<file path="config.mk">
export PLATFORM = sky130hd
export DESIGN_NAME = mhp_tx
export DESIGN_NICKNAME = d
export VERILOG_FILES = /design/src/rtl/mhp_tx.sv
export SDC_FILE = /design/constraint.sdc
export NUM_CORES = 1
export LEC_CHECK = 0
export ABC_CLOCK_PERIOD_IN_PS = 7700
export CORE_MARGIN = 2
export CORE_UTILIZATION = 48
export DETAILED_ROUTE_END_ITERATION = 10
export DONT_BUFFER_PORTS = 1
export GPL_ROUTABILITY_DRIVEN = 0
export MAX_ROUTING_LAYER = met4
export PLACE_DENSITY = 0.7
export SYNTH_ARGS = -nofsm -noshare
export SYNTH_HDL_FRONTEND = slang
export SYNTH_SLANG_ARGS = --single-unit
</file>
<file path="constraint.sdc">
create_clock -name i_clk -period 7.7 [get_ports i_clk]
set_input_delay 1.54 -clock i_clk [delete_from_list [all_inputs] [get_ports i_clk]]
set_output_delay 1.54 -clock i_clk [all_outputs]
set_load 0.01 [all_outputs]
</file>
<file path="src/rtl/mhp_tx.sv">
// mhp_tx: serialises one MHP frame (header, BRAM payload, checksum, zero pad) onto a byte write port.
// Each byte takes a WAIT phase (until i_wready) and a one-cycle SEND phase with o_wvalid high.
module mhp_tx #(
  parameter int ADDR_W    = 10,
  parameter int MAX_LEN   = 1015,
  parameter int MIN_FRAME = 46
) (
  input  logic              i_clk,
  input  logic              i_rst,
  input  logic              i_start,
  input  logic [15:0]       i_dst_addr,
  input  logic [15:0]       i_src_addr,
  input  logic [7:0]        i_d_type,
  input  logic [15:0]       i_len,
  output logic [ADDR_W-1:0] o_paddr,
  output logic              o_pren,
  input  logic [7:0]        i_pdata,
  output logic [7:0]        o_wdata,
  input  logic              i_wready,
  output logic              o_wvalid,
  output logic              o_busy,
  output logic              o_done,
  output logic              o_err
);
  typedef enum logic [2:0] {IDLE, HDR, PAY, CSUM, PAD, DONE} state_t;
  localparam logic [15:0] L_MAX = 16'(MAX_LEN);
  localparam logic [15:0] L_MIN = 16'(MIN_FRAME);
  state_t      r_state, w_next;
  logic [15:0] r_dst, r_src, r_len, r_idx, r_csum, r_rcnt;
  logic [7:0]  r_type, r_pbuf, w_byte, w_pd;
  logic        r_pfull, r_pv;
  logic        w_acc, w_rej, w_byte_st, w_sent, w_go, w_take, w_rd;
  assign w_acc     = r_state == IDLE && i_start && i_len <= L_MAX;
  assign w_rej     = r_state == IDLE && i_start && i_len > L_MAX;
  assign w_byte_st = r_state inside {HDR, PAY, CSUM, PAD};
  assign w_sent    = w_byte_st && o_wvalid;
  // payload byte comes from the one-entry buffer or straight off the BRAM in its valid cycle
  assign w_pd      = r_pfull ? r_pbuf : i_pdata;
  assign w_go      = w_byte_st && !o_wvalid && i_wready && (r_state != PAY || r_pfull || r_pv);
  assign w_take    = w_go && r_state == PAY;
  // at most one payload byte held or in flight; the next read is issued as the current one is taken
  assign w_rd      = r_state inside {HDR, PAY, CSUM} && r_rcnt < r_len && !o_pren &&
                     (w_take || (!r_pfull && !r_pv));
  always_comb begin
    w_byte = 8'h00;
    case (r_state)
      HDR:     w_byte = r_idx[2:0] == 3'd0 ? r_dst[15:8] :
                        r_idx[2:0] == 3'd1 ? r_dst[7:0]  :
                        r_idx[2:0] == 3'd2 ? r_src[15:8] :
                        r_idx[2:0] == 3'd3 ? r_src[7:0]  :
                        r_idx[2:0] == 3'd4 ? r_len[15:8] :
                        r_idx[2:0] == 3'd5 ? r_len[7:0]  : r_type;
      PAY:     w_byte = w_pd;
      CSUM:    w_byte = r_idx == r_len + 16'd7 ? r_csum[15:8] : r_csum[7:0];
      default: w_byte = 8'h00;
    endcase
  end
  always_comb begin
    w_next = r_state;
    case (r_state)
      IDLE:    w_next = w_acc ? HDR : IDLE;
      HDR:     w_next = w_sent && r_idx == 16'd6 ? (r_len == 16'd0 ? CSUM : PAY) : HDR;
      PAY:     w_next = w_sent && r_idx == r_len + 16'd6 ? CSUM : PAY;
      CSUM:    w_next = w_sent && r_idx == r_len + 16'd8 ? (r_len >= L_MIN - 16'd9 ? DONE : PAD) : CSUM;
      PAD:     w_next = w_sent && r_idx == L_MIN - 16'd1 ? DONE : PAD;
      default: w_next = IDLE;
    endcase
  end
  always_ff @(posedge i_clk or posedge i_rst) begin
    if (i_rst) r_state <= IDLE;
    else       r_state <= w_next;
  end
  always_ff @(posedge i_clk or posedge i_rst) begin
    if (i_rst) begin
      o_err    <= 1'b0;
      o_done   <= 1'b0;
      o_busy   <= 1'b0;
      o_wvalid <= 1'b0;
      o_wdata  <= '0;
      o_pren   <= 1'b0;
      o_paddr  <= '0;
      r_pv     <= 1'b0;
      r_pfull  <= 1'b0;
      r_pbuf   <= '0;
      r_dst    <= '0;
      r_src    <= '0;
      r_len    <= '0;
      r_type   <= '0;
      r_idx    <= '0;
      r_csum   <= '0;
      r_rcnt   <= '0;
    end else begin
      o_err    <= w_rej;
      o_done   <= w_next == DONE;
      o_busy   <= w_next inside {HDR, PAY, CSUM, PAD};
      o_wvalid <= w_go;
      o_pren   <= w_rd;
      r_pv     <= o_pren;
      if (w_go) o_wdata <= w_byte;
      if (w_rd) o_paddr <= r_rcnt[ADDR_W-1:0];
      if (w_acc) begin
        r_dst   <= i_dst_addr;
        r_src   <= i_src_addr;
        r_len   <= i_len;
        r_type  <= i_d_type;
        r_idx   <= '0;
        r_csum  <= '0;
        r_rcnt  <= '0;
        r_pfull <= 1'b0;
      end else begin
        if (w_sent) r_idx <= r_idx + 16'd1;
        if (w_go && r_state inside {HDR, PAY}) r_csum <= r_csum + {8'd0, w_byte};
        if (w_rd) r_rcnt <= r_rcnt + 16'd1;
        if (r_pv && !w_take) r_pbuf <= i_pdata;
        r_pfull <= r_pv ? !w_take : r_pfull && !w_take;
      end
    end
  end
endmodule

</file>
==> flow_metrics.py <==
metrics = {
    "sta": {
        "timing.final.ws_setup_ns": 2.166,
        "tightest_slew_ns": 1.033,
        "period_minus_slack_ns": 5.534,
        "report.final.setup_viol": 0,
        "hold_viol": 0,
        "clock_skew_ns": 0.009835,
        "max_freq_mhz": 180.7,
        "drv_slew": 0,
        "rsz0062_at_grt": "no",
        "fin_setup_tns_ns": 0,
        "max_slew_margin_pct": 30.81,
        "period_share_pct": 71.87,
    },
    "yosys": {
        "ys_ff_latch": 140,
        "syn_nets": 1087,
        "yosys_warnings": 0,
        "synthesis.area_um2": 8758,
        "ys_types": 66,
        "ys_seq_area_share_pct": 40.00,
        "syn_area_per_cell_um2": 8.892,
        "ys.flop_type": "dfrtp_1",
        "synth_cells": 985,
        "synth-edff-count": 0,
        "async_reset_ff_share_pct": 100.0,
    },
    "floorplan": {
        "rows": 49,
        "dieWidth_um": 139.1,
        "start_util_pct": 48.76,
        "dieArea_um2": 19340,
        "core-area_um2": 17960,
        "io_pins": 91,
        "die_h_um": 139.1,
    },
    "global_routing": {
        "grt_pass1_vias": 6803,
        "antenna_found_initial": 0,
        "grt_first_pass_wirelength_um": 35870,
        "gr-total-overflow": 0,
        "grt_max_degree": 77,
        "track_usage_pct": 23.97,
    },
    "layout": {
        "diodes": 0,
        "area_growth_pct": 7.614,
        "final_cell_mix": "nand2_1, dfrtp_1, nor2_1",
        "final_util_pct": 52.47,
        "final_nets": 1050,
        "final_common_cell": "nand2_1",
        "drive_gt1_share_pct": 8.229,
        "stdcell_area_um2": 9425,
    },
    "clock_tree": {
        "clk_pin_slew_worst_paths_ns": 0.06,
        "postCtsSetupBuffers": 0,
        "ctsResizeCount": 0,
        "cts_buffer_depth": 2,
        "cts_tree": "yes",
        "cts_buffers": 17,
        "clkSinkCount": 140,
        "clk_latency_ns": 0.44,
        "hold_buffers": 0,
        "cts_root_buffer": "clkbuf_16",
        "htree_levels": 4,
    },
    "place": {
        "numPortBuffers": 0,
        "placed_area_um2": 8852,
        "hpwl_um": 15720,
        "place_ws_ns": 2.193,
    },
    "drt": {
        "via_count": 7104,
        "wirelength_um": 22240,
        "viasPerCell": 5.975,
        "wire_per_inst_um": 18.70,
        "drt_iter0_drc": 605,
        "drt_pass1_iterations": 5,
        "postRouteAntennaNets": 0,
        "drc_errors": 0,
    },
    "power": {
        "leakagePower_uw": 0.004407,
        "powerDensity_nw_per_um2": 298.6,
        "ir_worst_vdd_v": 0.0001738,
    },
    "worst_setup_path": {
        "cp_slowest_cell": "nor4_4",
        "path_max_fanout": 9,
        "end_kind": "flop",
        "crit_required_ns": 8.00,
        "critPathArrivalTime_ns": 5.83,
        "cpMostUsedCell": "a21oi_1",
        "cp_cell_sequence": "inv_1, ha_1, nor2b_1, mux2_2, o21ai_1, and3_1, o2111ai_2, nor4_4, mux2i_1, o221ai_2, ha_1, fa_1, a21o_1, a21oi_1, o21bai_1, a21oi_1, o21bai_1, a21oi_1, and4b_1, xnor2_1, nor2_1",
        "cpPeakStageDelay_ns": 0.73,
        "critPathKind": "flop to flop",
        "start_kind": "flop",
    },
    "worst_hold_path": {
        "min_path_type": "flop to flop",
    },
    "job": {
        "maxCapViolations": 0,
    },
    "status": {
        "status": "completed",
    },
}
critical path, delay by kind of cell, from the launching register on:
kind / cells / cell delay, ns
buffers and inverters: 1 / 0.18
AOI/OAI and AO/OA: 9 / 1.52
xor gates and xnor gates: 1 / 0.13
muxes: 2 / 0.68
DFF: 1 / 0.47
and+or+nand+nor: 5 / 1.47
adders and majority gates: 3 / 0.92
metal layers:
metal	track usage [%]	wire length (um)	part of all wire [%]
met5	-	0	0
met4	9.463	643	2.9
met3	5.110	1433	6.4
met2	35.86	10200	46
met1	31.99	9961	45
area by class of cell:
type	count	area, um2
repair buffers	8	60.06
well taps	229	286.5
inverters	38	147.6
clock inverters	11	106.4
flip-flops and latches	140	3503
clock buffers	20	466.7
fillers	1633	8538
multi-input cells	743	4855
flip-flops by register name (all words and copies together), names as in the netlist, 8 cells and up:
register / cells
r_csum: 16
o_wdata: 8
r_dst: 16
r_len: 16
r_idx: 16
r_rcnt: 16
r_type: 8
o_paddr: 10
r_src: 16
r_pbuf: 8
path summary, 6_finish.rpt:
path,startpoint,to,slack [ns],cells past startpoint
max,r_len[2],r_csum[12],2.17,21
min reg2reg,r_src[0],r_src[0],0.48,2
max reg2reg,r_len[2],r_csum[12],2.17,21
min,r_src[0],r_src[0],0.48,2
max in group asynchronous,i_rst,r_idx[14],5.32,2
min in group asynchronous,i_rst,r_src[8],1.07,1
logic make-up after synthesis:
logic type                 after synthesis  synth area share [%]
DFF                                    140                 40.00
muxes                                   52                 6.343
adders and majority gates               34                 4.943
AOI/OAI and AO/OA                      179                 14.57
buffers and inverters                  102                 4.657
and+or+nand+nor                        400                 21.60
xor gates and xnor gates                78                 7.886
report_power, final:
group / internal [uW] / switching (uW)
combinational: 467 / 570
sequential: 823 / 146
clock: 471 / 338
total: 1760 / 1050
synth_stat cells (all sizes together) (6+ instances only):
master	n	share of area (%)
dfrtp	140	40
o21ai	45	2.6
nor2	75	3.2
nand4	26	1.9
mux2	28	3.6
xnor2	55	5.6
o211ai	12	1.0
nand2	172	7.4
a2111oi	8	0.87
mux2i	24	2.7
clkbuf	45	1.9
xor2	23	2.3
nand2b	6	0.43
a211oi	9	0.77
nor3	12	0.69
nor3b	10	0.86
buf	19	1.1
or3	6	0.43
ha	33	4.7
nand3	35	2.0
nor4	11	0.96
a21oi	32	1.8
o221ai	8	1.4
a21o	9	0.77
and3	8	0.59
nor2b	17	1.2
a22oi	10	0.86
a22o	16	1.6
o21bai	7	0.60
inv	38	1.6
metrics by stage:
step | std cells | total power, uW | hold slack, ns
after floorplan | 985 | 1767 | 0.4361
after global placement | 1158 | 1975 | 0.4585
after detailed placement | 1158 | 1996 | 0.4631
after CTS | 1189 | 2811 | 0.4778
after global routing | 1189 | 2973 | 0.4975
final | 1189 | 2815 | 0.4800
Note: power is estimated with default switching activity, not from simulation.
